`src/rtl/seq_shl_pkg.sv`:
```
// Shared types for the sequential left shifter.
// State encoding and counter-width helper.
package seq_shl_pkg;

    typedef enum logic [1:0] {
        S_IDLE  = 2'd0,
        S_SHIFT = 2'd1,
        S_DONE  = 2'd2
    } state_t;

    function automatic int cnt_w(input int dw);
        return $clog2(dw + 1);
    endfunction

endpackage

```
`src/rtl/shl_cnt.sv`:
```
// Loadable down-counter tracking the remaining shift steps.
module shl_cnt #(
    parameter int W = 4
) (
    input  logic         Clk,
    input  logic         Rst,
    input  logic         load,
    input  logic         dec,
    input  logic [W-1:0] load_val,
    output logic [W-1:0] cnt,
    output logic         zero
);

    always_ff @(posedge Clk) begin
        if (Rst) begin
            cnt <= '0;
        end else if (load) begin
            cnt <= load_val;
        end else if (dec) begin
            cnt <= cnt - 1'b1;
        end
    end

    assign zero = (cnt == '0);

endmodule

```
`src/rtl/seq_shl.sv`:
```
// Multi-cycle left shifter, one bit position per clock.
// SEQ_SHL_ROTATE_EN selects rotate-left instead of logical shift.
module seq_shl
    import seq_shl_pkg::*;
#(
    parameter int DATAWIDTH = 8
) (
    input  logic                 Clk,
    input  logic                 Rst,
    input  logic                 start,
    input  logic [DATAWIDTH-1:0] a,
    input  logic [DATAWIDTH-1:0] sh_amt,
    output logic                 busy,
    output logic                 done,
    output logic [DATAWIDTH-1:0] d
);

    localparam int CNTW = cnt_w(DATAWIDTH);

    state_t               state, state_nx;
    logic [DATAWIDTH-1:0] work, step;
    logic [CNTW-1:0]      cnt, cnt_ld;
    logic                 load, dec, cap, zero;

`ifdef SEQ_SHL_ROTATE_EN
    // Power-of-two width makes the modulo a simple mask.
    localparam logic [DATAWIDTH-1:0] ROT_MASK = DATAWIDTH'(DATAWIDTH - 1);

    assign cnt_ld = CNTW'(sh_amt & ROT_MASK);
    assign step   = {work[DATAWIDTH-2:0], work[DATAWIDTH-1]};
`else
    localparam logic [DATAWIDTH:0] DW_V = (DATAWIDTH + 1)'(DATAWIDTH);

    assign cnt_ld = ({1'b0, sh_amt} >= DW_V) ? CNTW'(DATAWIDTH)
                                             : CNTW'(sh_amt);
    assign step   = {work[DATAWIDTH-2:0], 1'b0};
`endif

    shl_cnt #(
        .W(CNTW)
    ) u_cnt (
        .Clk     (Clk),
        .Rst     (Rst),
        .load    (load),
        .dec     (dec),
        .load_val(cnt_ld),
        .cnt     (cnt),
        .zero    (zero)
    );

    always_ff @(posedge Clk) begin
        if (Rst) begin
            state <= S_IDLE;
        end else begin
            state <= state_nx;
        end
    end

    always_comb begin
        state_nx = state;
        load     = 1'b0;
        dec      = 1'b0;
        cap      = 1'b0;
        unique case (state)
            S_IDLE: begin
                if (start) begin
                    load     = 1'b1;
                    state_nx = S_SHIFT;
                end
            end
            S_SHIFT: begin
                if (zero) begin
                    cap      = 1'b1;
                    state_nx = S_DONE;
                end else begin
                    dec = 1'b1;
                end
            end
            S_DONE:  state_nx = S_IDLE;
            default: state_nx = S_IDLE;
        endcase
    end

    always_ff @(posedge Clk) begin
        if (Rst) begin
            work <= '0;
            d    <= '0;
        end else begin
            if (load) begin
                work <= a;
            end else if (dec) begin
                work <= step;
            end
            if (cap) begin
                d <= work;
            end
        end
    end

    assign busy = (state != S_IDLE);
    assign done = (state == S_DONE);

endmodule

```
`config.mk`:
```
export PLATFORM = sky130hd
export DESIGN_NAME = seq_shl
export DESIGN_NICKNAME = d
export VERILOG_FILES = /design/src/rtl/seq_shl_pkg.sv /design/src/rtl/shl_cnt.sv /design/src/rtl/seq_shl.sv
export SDC_FILE = /design/constraint.sdc
export NUM_CORES = 1
export LEC_CHECK = 0
export ABC_AREA = 1
export BUFFER_PORTS_ARGS = -buffer_cell sky130_fd_sc_hd__clkbuf_2
export CORE_MARGIN = 2
export CORE_UTILIZATION = 45
export DETAILED_ROUTE_END_ITERATION = 8
export PLACE_DENSITY_LB_ADDON = 0.15
export SLEW_MARGIN = 20
export SYNTH_ARGS = -nofsm -noshare
export SYNTH_HDL_FRONTEND = slang
export SYNTH_SLANG_ARGS = --single-unit
```
`constraint.sdc`:
```
create_clock -name Clk -period 1.4 [get_ports Clk]
set_clock_uncertainty 0.2 [all_clocks]
set_input_delay 0.07 -clock Clk [delete_from_list [all_inputs] [get_ports Clk]]
set_output_delay 0.07 -clock Clk [all_outputs]
set_load 0.05 [all_outputs]
```
---- Word level (Yosys, flattened, before mapping) ----
Cells that the tools add are included.
operators by class
  $lt $le $gt $ge ......................... 1
  reduce and logical (&&, ||, !) cells .... 5
  equal/unequal tests ..................... 4
  muxes and demuxes ....................... 14
  add/sub/neg operators ................... 1
operators with widths
  operator             count
  $mux 8               2
  $mux 4               3
  $ge 8x4->1 const B   1
  $mux 1               6
  $logic_not 4->1      1
  $mux 2               2
  $pmux 2 s2           1
  $reduce_bool 2->1    2
  $sub 4x1->4 const B  1
  $eq 2x1->1 const B   1
  $eq 2x2->1 const B   1
  $logic_not 2->1      1
  $ne 2x1->1 const B   1
  $ne 2x2->1 const B   1
  $reduce_and 2->1     1
word-level totals
  flip-flop bits (word level) ............. 22
  word-level logic and storage cells ...... 29
  input port bits ......................... 19

---- Depth between registers and ports, before layout ----
  depth after elaboration ................. 5
  mapped depth ............................ 8
  mapped depth without buffers ............ 8

---- Modules after synthesis ----
From an unflattened synthesis, not the netlist that was laid out.
unflattened totals
  cell total of the unflattened synthesis .. 163
  area total of the unflattened synthesis .. 1109.8 sq um
modules (own cells, without submodules)
  module   instances  cells each  area each (sq um)
  seq_shl  1          123         857.1
  shl_cnt  1          40          252.7

---- Worst setup path before layout ----
OpenSTA, ideal clock, no wires.
  path kind ............................... reg-to-reg
  from .................................... register u_cnt.cnt[0]
  to ...................................... register u_cnt.cnt[0]
  stages on the path, launching flop included .. 8
  arrival time ............................ 1.094 ns
  path slack .............................. -0.010 ns
  library setup time ...................... 0.116 ns
  path buffers ............................ 0
  cells stage by stage .................... dfxtp_1 > inv_1 > ha_1 > nand2_2 > nand2_4 > nand2_2 > o21ai_0 > nor2_1
on the way
  longest elaborated chain between the ends .. 4
RTL lines
  what                                                 RTL line       RTL
  start: declaration                                   shl_cnt.sv:10  output logic [W-1:0] cnt,
  start signal: assignment                             shl_cnt.sv:18  cnt <= load_val;
  start signal: assignment                             shl_cnt.sv:20  cnt <= cnt - 1'b1;
  branches (longest 4 deep; another with $sub 4x1->4)  n/a
Several ways; the timed one is not identified. The select of a mux whose other input is x is not followed.
A chain may end at the register's enable or synchronous reset.

---- Worst setup path in the final report ----
  from .................................... register u_cnt.cnt[1]
  to ...................................... register work[0]
on the way
  longest elaborated chain between the ends .. 4
RTL lines
  what                                RTL line       RTL
  $logic_not 4->1                     shl_cnt.sv:24  assign zero = (cnt == '0);
  $mux 1                              seq_shl.sv:72  if (zero) begin
  $mux 1                              seq_shl.sv:64  unique case (state)
  $reduce_bool 2->1 (no source line)  n/a
  end signal: assignment              seq_shl.sv:92  work <= step;
  end: declaration                    seq_shl.sv:21  logic [DATAWIDTH-1:0] work, step;
No other way between the ends.

==> load_flow_metrics.sql <==
INSERT INTO impl_metrics (metric_group, metric, value, unit) VALUES
('status', 'run_status', 'finished clean', ''),
('place', 'placed_cells_incl_taps', '210', ''),
('cts', 'cts.htree.levels', '1', ''),
('global_routing', 'grt_overflow_total', '0', ''),
('sta', 'report.final.hold_viol_count', '0', ''),
('detailed_routing', 'routed_wirelength', '2.72', 'mm'),
('setup_path', 'end_kind', 'flop', ''),
('detailed_routing', 'met3_layer_wire_length_in_the_routed_design', '74', 'µm'),
('synthesis', 'yosysWarningCount', '0', ''),
('detailed_routing', 'route.met2.wl', '1.39', 'mm'),
('global_routing', 'track_usage', '21.6', '%'),
('detailed_routing', 'detail-route-antenna-nets', '0', ''),
('synthesis', 'register_area_share_after_synthesis', '41.3', '%'),
('sta', 'fin_setup_tns', '0', 'ps'),
('global_routing', 'first_global_vias', '982', ''),
('sta', 'finalHoldWorstSlack', '3.81', 'ps'),
('sta', 'timing.final.ws_setup', '29.1', 'ps'),
('setup_path', 'critPathRequiredTime', '1450', 'ps'),
('detailed_routing', 'drt-pass1-iter-count', '4', ''),
('detailed_routing', 'drt-vias-per-instance', '4.92', ''),
('detailed_routing', 'post-route-drc-count', '0', ''),
('finish', 'synthToLayoutAreaGrowth', '46.2', '%'),
('worst_hold_path', 'worst_hold_startpoint', 'start', ''),
('finish', 'layout.cells.non_filler', '232', ''),
('synthesis', 'distinct_cell_type_count_of_the_synthesized_netlist', '20', ''),
('place', 'gp_congestion', '0.834', ''),
('global_routing', 'grt_first_pass_wirelength', '4.31', 'mm'),
('setup_path', 'critical_path_class', 'reg2reg', ''),
('detailed_routing', 'wl_met1', '1.22', 'mm'),
('setup_path', 'worstSetupStartpointType', 'flop', ''),
('floorplan', 'core_region_area', '2230', 'µm²'),
('place', 'dpl_cell_area', '1260', 'µm²'),
('global_routing', 'pin_count_of_the_biggest_net_entering_global_routing', '15', ''),
('finish', 'num-nets-final', '225', ''),
('cts', 'cts.path.max_buffers', '2', ''),
('detailed_routing', 'dr.max_layer_used', 'met4', ''),
('setup_path', 'reg_to_reg_endpoint', 'work[0]$_SDFFE_PP0P_', ''),
('sta', 'setup_repair_after_global_routing_missed_its_margin', 'yes', ''),
('floorplan', 'dieWidth', '52.7', 'µm'),
('finish', 'insertedDiodeCount', '0', ''),
('setup_path', 'reg2reg_path_depth', '8', ''),
('place', 'placement.setup.worst_slack', '-75.7', 'ps'),
('floorplan', 'height_of_the_die', '52.7', 'µm'),
('flow_run', 'max_cap_violations', '0', ''),
('cts', 'clk-insertion-delay-late', '310', 'ps'),
('setup_path', 'count_of_buffering_cells_on_the_critical_path_with_inverters_included', '2', ''),
('sta', 'final.period_utilization', '97.9', '%'),
('synthesis', 'synth.ff_latch_count', '22', ''),
('setup_path', 'worst_path_most_repeated_cell', 'sky130_fd_sc_hd__nand2_4', ''),
('setup_path', 'worstReg2RegStart', 'u_cnt.cnt[1]$_SDFFE_PP0P_', ''),
('finish', 'post_route_cells_drive_above_1_share', '34.3', '%'),
('power', 'leakage', '0.737', 'nW'),
('setup_path', 'critical_path.max_stage_delay', '350', 'ps'),
('sta', 'final_max_slew_viol_count', '0', ''),
('cts', 'cts_tree', 'built', ''),
('synthesis', 'netlist_instances', '153', ''),
('detailed_routing', 'dr_iter_0_viols', '26', ''),
('cts', 'cts_buffers', '3', ''),
('floorplan', 'io-pin-count', '29', ''),
('cts', 'clk_root_buffer_cell', 'sky130_fd_sc_hd__clkbuf_4', ''),
('sta', 'maxClockFrequency', '729', 'MHz'),
('power', 'power.total', '1.88', 'mW'),
('detailed_routing', 'vias', '1142', ''),
('worst_hold_path', 'holdPathEnd', 'u_cnt.cnt[0]$_SDFFE_PP0P_', ''),
('setup_path', 'critical_path.max_fanout', '9', ''),
('sta', 'max_slew.worst_pin.slew', '354', 'ps'),
('floorplan', 'starting_density_of_the_core', '47.7', '%'),
('power', 'power_per_cell_area', '1210', 'nW/µm²'),
('finish', 'layout.filler_cells', '191', ''),
('power', 'max-vdd-ir-drop', '0.000980', 'V'),
('setup_path', 'crit_path_cell_trace', 'inv_2, ha_4, nand2_4, nand2_4, nand2_4, inv_2, nand2_1, a21oi_1', '');
==> sequential cells by signal, summed over array words and instances, names as in the netlist <==
signal / flops
work: 8
u_cnt.cnt: 4
d: 8
state: 2
==> tightest hold or removal path, cell delays in order <==
cell and delay [ps]:
sky130_fd_sc_hd__clkbuf_2 100, sky130_fd_sc_hd__nand3_4 150, sky130_fd_sc_hd__a21oi_1 70, sky130_fd_sc_hd__nor2_1 90
==> placed cells by master, fill, tap and decap left out <==
master and count:
sky130_fd_sc_hd__a21oi_1 7, sky130_fd_sc_hd__a21oi_2 5, sky130_fd_sc_hd__buf_2 1, sky130_fd_sc_hd__buf_4 7
sky130_fd_sc_hd__buf_6 3, sky130_fd_sc_hd__bufinv_16 1, sky130_fd_sc_hd__clkbuf_2 26, sky130_fd_sc_hd__clkbuf_4 4
sky130_fd_sc_hd__clkinv_4 1, sky130_fd_sc_hd__dfxtp_1 18, sky130_fd_sc_hd__dfxtp_2 4, sky130_fd_sc_hd__dlygate4sd3_1 15
sky130_fd_sc_hd__ha_4 1, sky130_fd_sc_hd__inv_1 5, sky130_fd_sc_hd__inv_2 5, sky130_fd_sc_hd__inv_4 1
sky130_fd_sc_hd__nand2_1 39, sky130_fd_sc_hd__nand2_2 2, sky130_fd_sc_hd__nand2_4 3, sky130_fd_sc_hd__nand3_1 13
sky130_fd_sc_hd__nand3_2 2, sky130_fd_sc_hd__nand3_4 2, sky130_fd_sc_hd__nand3b_1 1, sky130_fd_sc_hd__nor2_1 26
sky130_fd_sc_hd__nor2_4 2, sky130_fd_sc_hd__o21ai_0 6, sky130_fd_sc_hd__o21ai_1 4
==> metal layers <==
metal  vias to the layer above  GRT usage (%)
li1                        590              -
met1                       521           26.7
met2                        27           37.7
met3                         4           3.43
met4                         0           7.26
met5                         -              0
==> cells in the mapped netlist <==
library cell	number	area, µm²
sky130_fd_sc_hd__a21oi_1	9	45.0
sky130_fd_sc_hd__a21oi_2	3	26.3
sky130_fd_sc_hd__buf_2	1	5.00
sky130_fd_sc_hd__buf_4	2	15.0
sky130_fd_sc_hd__buf_6	1	11.3
sky130_fd_sc_hd__clkbuf_1	2	7.51
sky130_fd_sc_hd__dfxtp_1	22	440
sky130_fd_sc_hd__ha_1	1	12.5
sky130_fd_sc_hd__inv_1	7	26.3
sky130_fd_sc_hd__inv_2	5	18.8
sky130_fd_sc_hd__nand2_1	41	154
sky130_fd_sc_hd__nand2_2	2	12.5
sky130_fd_sc_hd__nand2_4	1	11.3
sky130_fd_sc_hd__nand3_1	15	75.1
sky130_fd_sc_hd__nand3_2	1	10.0
sky130_fd_sc_hd__nand3_4	1	17.5
sky130_fd_sc_hd__nand3b_1	1	7.51
sky130_fd_sc_hd__nor2_1	26	97.6
sky130_fd_sc_hd__nor2_4	2	22.5
sky130_fd_sc_hd__o21ai_0	10	50.1
==> report_power, final <==
part	switching, mW	leakage (nW)	internal, mW
Sequential	0.0460	0.181	0.693
Combinational	0.402	0.527	0.251
Clock	0.201	0.0279	0.289
==> cell type report <==
class	instances	area (µm²)	share of cell area, %
multi-input combinational	113	594	38.1
clock inverter	1	30.0	1.93
tap	28	35.0	2.25
timing repair buffer	53	379	24.3
inverter	12	52.6	3.37
sequential	22	445	28.6
clock buffer	3	22.5	1.44
==> logic make-up after synthesis <==
family,Yosys count,synth area share (%)
adders and majority gates,1,1.17
AOI/OAI and AO/OA,22,11.4
buffers and inverters,18,7.86
and+or+nand+nor,90,38.3
DFF,22,41.3
==> repair_timing <==
| item | in CTS | in global routing |
|---|---|---|
| setup buffers | 0 | 3 |
| setup endpoints to repair | 13 | 20 |
| hold endpoints to repair | 22 | 0 |
| pin swaps | 1 | 9 |
| resized for setup | 11 | 17 |
| hold buffers | 15 | 0 |
==> worst max-delay path by stage <==
stage	start	endpoint	slack (ps)	cells past startpoint
after CTS	state[0]$_SDFFE_PP0P_	work[6]$_SDFFE_PP0P_	20	7
after global routing	u_cnt.cnt[0]$_SDFFE_PP0P_	work[0]$_SDFFE_PP0P_	-40	8
after global placement	u_cnt.cnt[0]$_SDFFE_PP0P_	u_cnt.cnt[0]$_SDFFE_PP0P_	-5	7
after floorplan	u_cnt.cnt[0]$_SDFFE_PP0P_	u_cnt.cnt[0]$_SDFFE_PP0P_	30	7
after detailed placement	u_cnt.cnt[1]$_SDFFE_PP0P_	u_cnt.cnt[0]$_SDFFE_PP0P_	-80	7
final	u_cnt.cnt[1]$_SDFFE_PP0P_	work[0]$_SDFFE_PP0P_	30	8
(Power assumes the default switching activity.)
